## src/rtl/rc4_job_sched_pkg.sv

```systemverilog
// Shared constants, FSM encoding and small helpers for the RC4 job scheduler.
package rc4_job_sched_pkg;

    localparam int KEY_LEN = 32;
    localparam int MAX_LEN = 1024;
    localparam int TIMEOUT = 4096;
    localparam int LEN_W   = 11;
    localparam int TMO_W   = 13;

    typedef enum logic [2:0] {
        S_IDLE  = 3'd0,
        S_GRANT = 3'd1,
        S_KEY   = 3'd2,
        S_DATA  = 3'd3,
        S_DRAIN = 3'd4,
        S_CLEAR = 3'd5
    } sched_state_e;

    localparam logic [2:0] ST_IDLE  = 3'd0;
    localparam logic [2:0] ST_GRANT = 3'd1;
    localparam logic [2:0] ST_KEY   = 3'd2;
    localparam logic [2:0] ST_DATA  = 3'd3;
    localparam logic [2:0] ST_DRAIN = 3'd4;
    localparam logic [2:0] ST_CLEAR = 3'd5;

    function automatic logic [1:0] onehot2(input logic idx);
        return idx ? 2'b10 : 2'b01;
    endfunction

endpackage

```

## src/rtl/rc4_job_sched_if.sv

```systemverilog
// Host- and core-side signal bundle of the RC4 job scheduler.
interface rc4_job_sched_if;
    import rc4_job_sched_pkg::*;

    logic [1:0]       req;
    logic [LEN_W-1:0] len0;
    logic [LEN_W-1:0] len1;
    logic             mode0;
    logic             mode1;
    logic [1:0]       gnt;
    logic [7:0]       src_data;
    logic             src_valid;
    logic             src_ready;
    logic [1:0]       job_done;
    logic             job_err;
    logic             core_mode;
    logic             core_key_valid;
    logic [7:0]       core_key_in;
    logic             core_data_valid;
    logic [7:0]       core_data_in;
    logic             core_read;
    logic             core_done;
    logic             core_clr;

    // A byte moves exactly in cycles where src_valid && src_ready; src_valid
    // never waits on src_ready, and src_ready may drop without a transfer.
    modport slave (
        input  req, len0, len1, mode0, mode1, src_data, src_valid, core_read, core_done,
        output gnt, src_ready, job_done, job_err, core_mode,
               core_key_valid, core_key_in, core_data_valid, core_data_in, core_clr
    );

    modport master (
        output req, len0, len1, mode0, mode1, src_data, src_valid, core_read, core_done,
        input  gnt, src_ready, job_done, job_err, core_mode,
               core_key_valid, core_key_in, core_data_valid, core_data_in, core_clr
    );

endinterface

```

## src/rtl/rc4_job_sched_rr_arb2.sv

```systemverilog
// Two-input round-robin picker; the last-served pointer moves only on i_upd.
module rc4_rr_arb2 (
    input  logic       clk,
    input  logic       rst_n,
    input  logic [1:0] i_req,
    input  logic       i_upd,
    input  logic       i_upd_idx,
    output logic       o_valid,
    output logic       o_idx
);
    logic r_last;

    always_ff @(posedge clk or negedge rst_n) begin
        if (!rst_n) begin
            r_last <= 1'b1;
        end else if (i_upd) begin
            r_last <= i_upd_idx;
        end
    end

    // On a tie the requester that was not served last wins.
    always_comb begin
        o_valid = |i_req;
        o_idx   = 1'b0;
        case (i_req)
            2'b01:   o_idx = 1'b0;
            2'b10:   o_idx = 1'b1;
            2'b11:   o_idx = ~r_last;
            default: o_idx = 1'b0;
        endcase
    end

endmodule

```

## src/rtl/rc4_job_sched.sv

```systemverilog
// Round-robin job scheduler sharing one RC4 core between two requesters.
// Optional DRAIN watchdog enabled by defining RC4_SCHED_TIMEOUT_EN.
module rc4_job_sched
    import rc4_job_sched_pkg::*;
(
    input  logic           clk,
    input  logic           rst_n,
    rc4_job_sched_if.slave bus,
    output sched_state_e   o_dbg_state
);
    logic [2:0]       r_state;
    logic [2:0]       w_next_state;
    logic             r_winner;
    logic [LEN_W-1:0] r_len_q;
    logic [LEN_W-1:0] r_byte_cnt;
    logic [5:0]       r_key_cnt;
    logic             r_core_mode;
    logic             r_key_valid;
    logic             r_data_valid;
    logic [7:0]       r_key_in;
    logic [7:0]       r_data_in;
    logic             w_arb_valid;
    logic             w_arb_idx;
    logic             w_src_ready;
    logic             w_key_xfer;
    logic             w_data_xfer;
    logic             w_bad_len;
    logic             w_core_ok;
    logic             w_timeout;
    logic             w_finish;
    logic             w_done_pulse;

    rc4_rr_arb2 u_arb (
        .clk       (clk),
        .rst_n     (rst_n),
        .i_req     (bus.req),
        .i_upd     (w_finish),
        .i_upd_idx (r_winner),
        .o_valid   (w_arb_valid),
        .o_idx     (w_arb_idx)
    );

    assign w_bad_len   = (r_len_q == '0) || (r_len_q > LEN_W'(MAX_LEN));
    assign w_key_xfer  = (r_state == ST_KEY) && bus.src_valid && w_src_ready;
    assign w_data_xfer = (r_state == ST_DATA) && bus.src_valid && w_src_ready;
    assign w_core_ok   = (r_state == ST_DRAIN) && bus.core_done;
    assign w_finish    = w_core_ok || w_timeout;

`ifdef RC4_SCHED_TIMEOUT_EN
    logic [TMO_W-1:0] r_tmo_cnt;

    always_ff @(posedge clk or negedge rst_n) begin
        if (!rst_n) begin
            r_tmo_cnt <= '0;
        end else if (r_state == ST_DRAIN) begin
            r_tmo_cnt <= r_tmo_cnt + TMO_W'(1);
        end else begin
            r_tmo_cnt <= '0;
        end
    end

    // A core_done landing on the expiry cycle still counts as a clean finish.
    assign w_timeout = (r_state == ST_DRAIN) && (r_tmo_cnt == TMO_W'(TIMEOUT)) && !bus.core_done;
`else
    assign w_timeout = 1'b0;
`endif

    always_comb begin
        w_src_ready = 1'b0;
        case (r_state)
            ST_KEY:  w_src_ready = 1'b1;
            ST_DATA: w_src_ready = bus.core_read && (r_byte_cnt < r_len_q);
            default: w_src_ready = 1'b0;
        endcase
    end

    always_comb begin
        w_next_state = r_state;
        case (r_state)
            ST_IDLE:  if (w_arb_valid) w_next_state = ST_GRANT;
            ST_GRANT: w_next_state = w_bad_len ? ST_CLEAR : ST_KEY;
            ST_KEY:   if (w_key_xfer && (r_key_cnt == 6'(KEY_LEN - 1))) w_next_state = ST_DATA;
            ST_DATA:  if (w_data_xfer && (r_byte_cnt == r_len_q - LEN_W'(1))) w_next_state = ST_DRAIN;
            ST_DRAIN: if (w_finish) w_next_state = ST_CLEAR;
            ST_CLEAR: w_next_state = ST_IDLE;
            default:  w_next_state = ST_IDLE;
        endcase
    end

    // Job parameters are captured as the grant is taken so GRANT can judge the length.
    always_ff @(posedge clk or negedge rst_n) begin
        if (!rst_n) begin
            r_state     <= ST_IDLE;
            r_winner    <= 1'b0;
            r_len_q     <= '0;
            r_core_mode <= 1'b0;
        end else begin
            r_state <= w_next_state;
            if ((r_state == ST_IDLE) && w_arb_valid) begin
                r_winner    <= w_arb_idx;
                r_len_q     <= w_arb_idx ? bus.len1 : bus.len0;
                r_core_mode <= w_arb_idx ? bus.mode1 : bus.mode0;
            end
        end
    end

    always_ff @(posedge clk or negedge rst_n) begin
        if (!rst_n) begin
            r_key_cnt  <= '0;
            r_byte_cnt <= '0;
        end else if (r_state == ST_CLEAR) begin
            r_key_cnt  <= '0;
            r_byte_cnt <= '0;
        end else begin
            if (w_key_xfer)  r_key_cnt  <= r_key_cnt + 6'd1;
            if (w_data_xfer) r_byte_cnt <= r_byte_cnt + LEN_W'(1);
        end
    end

    always_ff @(posedge clk or negedge rst_n) begin
        if (!rst_n) begin
            r_key_valid  <= 1'b0;
            r_key_in     <= '0;
            r_data_valid <= 1'b0;
            r_data_in    <= '0;
        end else begin
            r_key_valid  <= w_key_xfer;
            r_key_in     <= w_key_xfer ? bus.src_data : 8'h00;
            r_data_valid <= w_data_xfer;
            r_data_in    <= w_data_xfer ? bus.src_data : 8'h00;
        end
    end

    assign w_done_pulse = ((r_state == ST_GRANT) && w_bad_len) || w_finish;

    assign bus.gnt             = (r_state != ST_IDLE) ? onehot2(r_winner) : 2'b00;
    assign bus.src_ready       = w_src_ready;
    assign bus.job_done        = w_done_pulse ? onehot2(r_winner) : 2'b00;
    assign bus.job_err         = ((r_state == ST_GRANT) && w_bad_len) || w_timeout;
    assign bus.core_mode       = r_core_mode;
    assign bus.core_key_valid  = r_key_valid;
    assign bus.core_key_in     = r_key_in;
    assign bus.core_data_valid = r_data_valid;
    assign bus.core_data_in    = r_data_in;
    assign bus.core_clr        = (r_state == ST_CLEAR);
    assign o_dbg_state         = sched_state_e'(r_state);

endmodule
```

## src/flat_wrapper.sv

```systemverilog
// flat-port wrapper written by rule: the top's interface ports become plain ports
module rc4_job_sched_flat import rc4_job_sched_pkg::*;
  (clk, rst_n, o_dbg_state, bus_req, bus_len0, bus_len1, bus_mode0, bus_mode1, bus_src_data, bus_src_valid, bus_core_read, bus_core_done, bus_gnt, bus_src_ready, bus_job_done, bus_job_err, bus_core_mode, bus_core_key_valid, bus_core_key_in, bus_core_data_valid, bus_core_data_in, bus_core_clr);
  rc4_job_sched_if bus_i ();
  input  logic clk;
  input  logic rst_n;
  output sched_state_e o_dbg_state;
  input wire logic [$bits(bus_i.req)-1:0] bus_req;
  input wire logic [$bits(bus_i.len0)-1:0] bus_len0;
  input wire logic [$bits(bus_i.len1)-1:0] bus_len1;
  input wire logic [$bits(bus_i.mode0)-1:0] bus_mode0;
  input wire logic [$bits(bus_i.mode1)-1:0] bus_mode1;
  input wire logic [$bits(bus_i.src_data)-1:0] bus_src_data;
  input wire logic [$bits(bus_i.src_valid)-1:0] bus_src_valid;
  input wire logic [$bits(bus_i.core_read)-1:0] bus_core_read;
  input wire logic [$bits(bus_i.core_done)-1:0] bus_core_done;
  output wire logic [$bits(bus_i.gnt)-1:0] bus_gnt;
  output wire logic [$bits(bus_i.src_ready)-1:0] bus_src_ready;
  output wire logic [$bits(bus_i.job_done)-1:0] bus_job_done;
  output wire logic [$bits(bus_i.job_err)-1:0] bus_job_err;
  output wire logic [$bits(bus_i.core_mode)-1:0] bus_core_mode;
  output wire logic [$bits(bus_i.core_key_valid)-1:0] bus_core_key_valid;
  output wire logic [$bits(bus_i.core_key_in)-1:0] bus_core_key_in;
  output wire logic [$bits(bus_i.core_data_valid)-1:0] bus_core_data_valid;
  output wire logic [$bits(bus_i.core_data_in)-1:0] bus_core_data_in;
  output wire logic [$bits(bus_i.core_clr)-1:0] bus_core_clr;
  assign bus_i.req = bus_req;
  assign bus_i.len0 = bus_len0;
  assign bus_i.len1 = bus_len1;
  assign bus_i.mode0 = bus_mode0;
  assign bus_i.mode1 = bus_mode1;
  assign bus_i.src_data = bus_src_data;
  assign bus_i.src_valid = bus_src_valid;
  assign bus_i.core_read = bus_core_read;
  assign bus_i.core_done = bus_core_done;
  assign bus_gnt = bus_i.gnt;
  assign bus_src_ready = bus_i.src_ready;
  assign bus_job_done = bus_i.job_done;
  assign bus_job_err = bus_i.job_err;
  assign bus_core_mode = bus_i.core_mode;
  assign bus_core_key_valid = bus_i.core_key_valid;
  assign bus_core_key_in = bus_i.core_key_in;
  assign bus_core_data_valid = bus_i.core_data_valid;
  assign bus_core_data_in = bus_i.core_data_in;
  assign bus_core_clr = bus_i.core_clr;
  rc4_job_sched u_core (.clk(clk), .rst_n(rst_n), .bus(bus_i), .o_dbg_state(o_dbg_state));
endmodule
```

## config.mk

```make
export PLATFORM = sky130hd
export DESIGN_NAME = rc4_job_sched_flat
export DESIGN_NICKNAME = d
export VERILOG_FILES = /design/src/rtl/rc4_job_sched_pkg.sv /design/src/rtl/rc4_job_sched_if.sv /design/src/rtl/rc4_job_sched_rr_arb2.sv /design/src/rtl/rc4_job_sched.sv /design/src/flat_wrapper.sv
export SDC_FILE = /design/constraint.sdc
export NUM_CORES = 1
export LEC_CHECK = 0
export ABC_AREA = 1
export BUFFER_PORTS_ARGS = -buffer_cell sky130_fd_sc_hd__buf_4
export CORE_MARGIN = 4
export CORE_UTILIZATION = 30
export DETAILED_ROUTE_END_ITERATION = 10
export GPL_TIMING_DRIVEN = 0
export MAX_ROUTING_LAYER = met4
export SETUP_SLACK_MARGIN = 0.3
export SYNTH_ARGS = -nofsm -noshare
export SYNTH_HDL_FRONTEND = slang
export SYNTH_HIERARCHICAL = 1
export SYNTH_SLANG_ARGS = --single-unit
```

## constraint.sdc

```tcl
create_clock -name clk -period 2.3 [get_ports clk]
set_input_delay 0.23 -clock clk [delete_from_list [all_inputs] [get_ports clk]]
set_output_delay 0.23 -clock clk [all_outputs]
set_load 0.02 [all_outputs]
```

==> impl_metrics.ini, run 1 <==
[logic_synthesis]
synth_seq_cells = 52
synth-edff-count = 0
synth_fp_nets = 469
syn_area_per_cell_um2 = 7.49
yosysWarnings = 6
synth_most_common_cell = nand2_1
yosysUniqueCellTypes = 36
synth_top_area_share_pct = 41.0
synthTopCellsByCount = nand2_1 (90), nor2_1 (77), inv_1 (66), dfrtp_1 (51), nand3_1 (28)
synth_top_area_cell = dfrtp_1
ys_top_cells_by_area = dfrtp_1 (41%), nand2_1 (11%), nor2_1 (9.3%), inv_1 (8.0%), ha_1 (5.6%)
yosysSeqAreaShare_pct = 41.8
synth_area_um2 = 3110
synthCells = 416
async_flop_share_pct = 100
synth_ff_type = dfrtp_1

[drt]
dr.pass1.iters = 4
via_per_inst = 4.47
totalWireLength_mm = 7.73
num_vias = 2946
drt_iter0_markers = 123
drt-wirelength-per-cell_um = 11.7
drc = 0
ant_nets = 0

[min_path]
hold_path_class = in -> reg

[critical_path]
worstPathCellList = buf_4, inv_1, ha_4, a21oi_1, nand2_1, nand2_2, nand3_2, nand2_2, buf_6
crit_path_top_delay_cell = dfrtp_2
path_class = reg -> out
critPathMaxStageDelay_ns = 0.45
worstPathMaxFanout = 4
end_kind = output port
worstPathArrival_ns = 1.83
cp.required_ns = 2.07
worst_setup_path_start_kind = flip-flop
r2r_slack_ns = 0.29
cp_common_cell = nand2_2

[timing]
period_share_pct = 89.6
setup_viol = 0
min_period_ns = 2.06
hold_violations = 0
max_slew_margin_pct = 56.8
fin_setup_tns_ns = 0
slew_viol_final = 0
worst_pin_slew_ns = 0.647
rsz0062_at_grt = yes
whs_ns = 0.151
clock_skew_ns = 0.00492
max_clock_freq_ghz = 0.485

[die]
die_h_um = 110
num_rows = 36
ioPinCount = 68
start_util_pct = 31.3
dieArea_um2 = 12100
die_w_um = 110
core_um2 = 9950

[placement]
port_buffers = 67
gp_congestion = 0.803
dpl.hpwl_mm = 5.58

[final_layout]
nets = 578
area_growth_pct = 39.9
post_route_cells_drive_above_1_share_pct = 32.1
antenna_cells = 0

[clock_network]
cts_root_buffer = clkbuf_8
cts.path.max_buffers = 2
path_clk_slew_ns = 0.10
cts_tree = yes
clkSinkCount = 52
worstSkewPairLatency_ns = 0.31
cts_buffers = 5
h-tree-depth = 2

[global_route]
grt_overflow = 0
grt_max_degree = 53
grt_first_pass_wirelength_mm = 12.6
antenna_found_initial = 0
grt_pass1_vias = 2785
grt_usage_pct = 13.2

[run_status]
status = complete, no violations

[power]
power_density_nw_per_um2 = 1010
leakage_nw = 2.19
peakVddDrop_v = 0.000454

[flow_run]
drv_cap = 0
==> sequential cells by signal, indices dropped and copies added (netlist names), 3 cells and up <==
| register | cells |
|---|---|
| u_core/r_byte_cnt | 11 |
| u_core/r_key_cnt | 6 |
| u_core/bus.core_data_in | 8 |
| u_core/r_len_q | 11 |
| u_core/bus.core_key_in | 8 |
| u_core/o_dbg_state | 3 |
==> per-stage QoR <==
| step | instances | util [%] | instance area, um^2 | setup slack (ns) | total power [mW] |
|---|---|---|---|---|---|
| after floorplan | 416 | - | 3120 | 0.261 | 2.68 |
| after global placement | 616 | 38.0 | 3790 | 0.201 | 3.21 |
| after detailed placement | 616 | 38.0 | 3790 | 0.200 | 3.25 |
| after CTS | 640 | 41.1 | 4090 | 0.202 | 4.10 |
| after global routing | 659 | 43.8 | 4360 | 0.117 | 4.80 |
| final | 659 | 43.8 | 4360 | 0.240 | 4.41 |
==> per-layer routing <==
metal	vias to the layer above	routed length (um)	global-route usage, %
met2	71	3590	21.9
met3	9	440	2.41
met4	0	78	3.21
met1	1335	3630	16.6
met5	-	0	-
li1	1531	-	-
==> worst max-delay path, delay by kind of cell, from the launching register on <==
family                     cells  cell delay [ns]
adders and majority gates      1             0.20
and+or+nand+nor                4             0.36
AOI/OAI and AO/OA              1             0.16
DFF                            1             0.45
buffers and inverters          3             0.33
==> path summary, 6_finish.rpt <==
check	startpoint	end	cells past startpoint
max reg2reg	u_core/r_len_q[6]$_DFFE_PN0P_	u_core/r_byte_cnt[8]$_DFFE_PN0P_	12
max	u_core/r_len_q[6]$_DFFE_PN0P_	bus_src_ready	9
max in group asynchronous	rst_n	u_core/r_len_q[2]$_DFFE_PN0P_	2
min in group asynchronous	rst_n	u_core/bus.core_key_in[0]$_DFF_PN0_	2
min reg2reg	u_core/u_arb/r_last$_DFFE_PN1P_	u_core/u_arb/r_last$_DFFE_PN1P_	2
min	bus_src_data[4]	u_core/bus.core_key_in[4]$_DFF_PN0_	3
==> layout make-up <==
type                            instances  area [um^2]
Sequential cell                        52         1310
Inverter                               69          264
Buffer                                  6         36.3
Multi-Input combinational cell        289         1710
Fill cell                             994         5600
Timing Repair Buffer                  102          783
Clock buffer                            6         72.6
Clock inverter                          2         16.3
Tap cell                              133          166
==> timing repair <==
action / in CTS / in global routing
pin swaps: 8 / 16
resized for setup: 27 / 31
setup buffers: 15 / 19
hold buffers: 1 / 0
hold endpoints to repair: 51 / 0
endpoints found under the setup margin: 4 / 24
==> kinds of logic (layout without fill, tap and decap cells) <==
kind of cell               count (synthesis)  in the layout  synth area share [%]
AOI/OAI and AO/OA                         44             44                  8.32
xor gates and xnor gates                   7              7                  1.97
adders and majority gates                 14             14                  5.62
buffers and inverters                     75            185                  9.52
DFF                                       52             52                  41.8
and+or+nand+nor                          224            224                  32.7
==> layout by cell type (no fill, tap or decap), drive strengths merged, types with 2 or more instances in the layout <==
cell type    n
a21oi       10
buf        104
clkbuf       9
clkinv       2
dfrtp       51
ha          14
inv         68
nand2       91
nand3       33
nand3b       2
nand4        3
nor2        81
nor3         9
nor4         2
o21ai       18
o31ai       12
xnor2        3
xor2         4
==> where the power goes <==
part | switching, mW | internal, mW | total, mW | leakage [nW]
sequential | 0.253 | 1.16 | 1.41 | 0.681
combinational | 1.38 | 1.09 | 2.47 | 1.47
clock | 0.312 | 0.217 | 0.529 | 0.0414
total | 1.94 | 2.46 | 4.41 | 2.19
Power figures use the tool's default switching activity.
==> run 2, diff against run 1 <==
--- a/config.mk
+++ b/config.mk
@@ -9,6 +9,7 @@
 export BUFFER_PORTS_ARGS = -buffer_cell sky130_fd_sc_hd__buf_4
 export CORE_MARGIN = 4
 export CORE_UTILIZATION = 30
+export CTS_BUF_LIST = sky130_fd_sc_hd__clkbuf_8
 export DETAILED_ROUTE_END_ITERATION = 10
 export GPL_TIMING_DRIVEN = 0
 export MAX_ROUTING_LAYER = met4
==> impl_metrics.ini, run 2 (synthesis gave the netlist of run 1 again) <==
[timing]
timing.final.ws_setup_ns = 0.240
slew_viol_final = 0
min_period_ns = 2.06
hold_violations = 0
max_slew_margin_pct = 56.8
setup_viol = 0
max_clock_freq_ghz = 0.485
worst_pin_slew_ns = 0.647
clock_skew_ns = 0.00538
period_share_pct = 89.6
rsz0062_at_grt = yes
fin_setup_tns_ns = 0

[critical_path]
path_class = reg -> out
critPathBufInv = 3
worst_setup_path_start_kind = flip-flop
crit_path_top_delay_cell = dfrtp_2
crit_family = flip-flops
critPathMaxStageDelay_ns = 0.45
end_kind = output port
cp_common_cell = nand2_2
cp.required_ns = 2.07
worstPathCellList = buf_4, inv_1, ha_4, a21oi_1, nand2_1, nand2_2, nand3_2, nand2_2, buf_6
worstPathMaxFanout = 4
worstPathArrival_ns = 1.83

[die]
ioPinCount = 68
die_h_um = 110
die_w_um = 110
dieArea_um2 = 12100
core_um2 = 9950
num_rows = 36
start_util_pct = 31.3

[drt]
drt-wirelength-per-cell_um = 11.7
totalWireLength_mm = 7.73
dr.pass1.iters = 4
drc = 0
drt_iter0_markers = 137
ant_nets = 0
num_vias = 2947
via_per_inst = 4.47

[min_path]
hold_path_class = in -> reg

[power]
p_sw_mw = 1.95
sw_frac_of_total_pct = 44.2
p_int_mw = 2.46
power_density_nw_per_um2 = 1010
p_seq_share_pct = 32.0
power_frac_clock_pct = 11.9
comb_power_share_pct = 56.1
leakage_nw = 2.19
peakVddDrop_v = 0.000454

[global_route]
grt_overflow = 0
grt_pass1_vias = 2785
grt_first_pass_wirelength_mm = 12.6
grt_max_degree = 53
antenna_found_initial = 0
grt_usage_pct = 13.2

[clock_network]
cts_tree = yes
cts.path.max_buffers = 2
clkSinkCount = 52
cts_root_buffer = clkbuf_8
cts_buffers = 5
path_clk_slew_ns = 0.10
worstSkewPairLatency_ns = 0.31
h-tree-depth = 2

[placement]
gp_congestion = 0.803
dpl.hpwl_mm = 5.58
port_buffers = 67
place_ws_ns = 0.200

[final_layout]
area_growth_pct = 39.9
post-route-util_pct = 43.8
post_route_cells_drive_above_1_share_pct = 32.1
reg_top3 = u_core/r_byte_cnt (11), u_core/r_len_q (11)
nets = 578
layout_common_cells = buf_4 (97), nand2_1 (82), nor2_1 (72)
antenna_cells = 0
mostFrequentLayoutCell = buf_4

[flow_run]
drv_cap = 0

[run_status]
status = complete, no violations
[run 2: cell count changes in the layout (fill, tap and decap cells not counted)]
cell | previous run | this run
clkbuf_1 | 4 | 3
inv_1 | 56 | 57
[run 2: cell type report]
class	count	area (um^2)
Fill cell	994	5600
Multi-Input combinational cell	289	1710
Sequential cell	52	1310
Timing Repair Buffer	102	783
Inverter	69	264
Tap cell	133	166
Clock buffer	5	68.8
Buffer	6	36.3
Clock inverter	3	20.0
[run 2: power by group through the flow]
stage          registers, mW  clock network [mW]  logic [mW]
2_1_floorplan           1.41                   0        1.27
3_3_place_gp            1.38                   0        1.82
3_5_place_dp            1.39                   0        1.86
4_1_cts                 1.38               0.546        2.16
5_1_grt                 1.45               0.581        2.76
6_report                1.41               0.526        2.47
[run 2: worst paths after layout]
kind / from / to / slack, ns / cells past startpoint
worst max-delay path: u_core/r_len_q[6]$_DFFE_PN0P_ / bus_src_ready / 0.24 / 9
worst min-delay path: bus_src_data[4] / u_core/bus.core_key_in[4]$_DFF_PN0_ / 0.15 / 3
worst max register to register: u_core/r_len_q[6]$_DFFE_PN0P_ / u_core/r_byte_cnt[8]$_DFFE_PN0P_ / 0.29 / 12
worst min register to register: u_core/u_arb/r_last$_DFFE_PN1P_ / u_core/u_arb/r_last$_DFFE_PN1P_ / 0.48 / 2
max in group asynchronous: rst_n / u_core/r_len_q[2]$_DFFE_PN0P_ / 1.34 / 2
min in group asynchronous: rst_n / u_core/bus.core_key_in[0]$_DFF_PN0_ / 0.47 / 2
[run 2: metrics by stage]
stage	instance area [um^2]	hold WS, ns	instances	total power, mW
after detailed placement	3790	0.307	616	3.25
after global routing	4360	0.143	659	4.80
after global placement	3790	0.304	616	3.21
after CTS	4090	0.145	640	4.09
final	4360	0.150	659	4.41
after floorplan	3120	-0.0656	416	2.68
[run 2: repair_timing]
action / 4_1_cts / 5_1_grt
setup buffers: 15 / 19
hold buffers: 1 / 0
endpoints found under the hold margin: 51 / 0
endpoints found under the setup margin: 4 / 24
resized for setup: 27 / 31
pin swaps: 8 / 16
cloned: 0 / 0
[run 2: metal layers]
metal	vias up	global-route usage, %	routed length, um
met5	-	-	0
met1	1336	16.6	3630
met4	0	3.21	78
met3	9	2.41	440
met2	71	21.9	3590
li1	1531	-	-
[run 2: worst reg2reg max path: stages, from the launching register on]
cell      delay [ns]
dfrtp_2         0.45
buf_4           0.14
inv_1           0.08
ha_4            0.21
a21oi_1         0.16
nand2_1         0.10
nand2_2         0.11
nand4_4         0.15
clkinv_4        0.11
nand3_4         0.09
o21ai_1         0.15
nand2_1         0.06
nor2_1          0.12
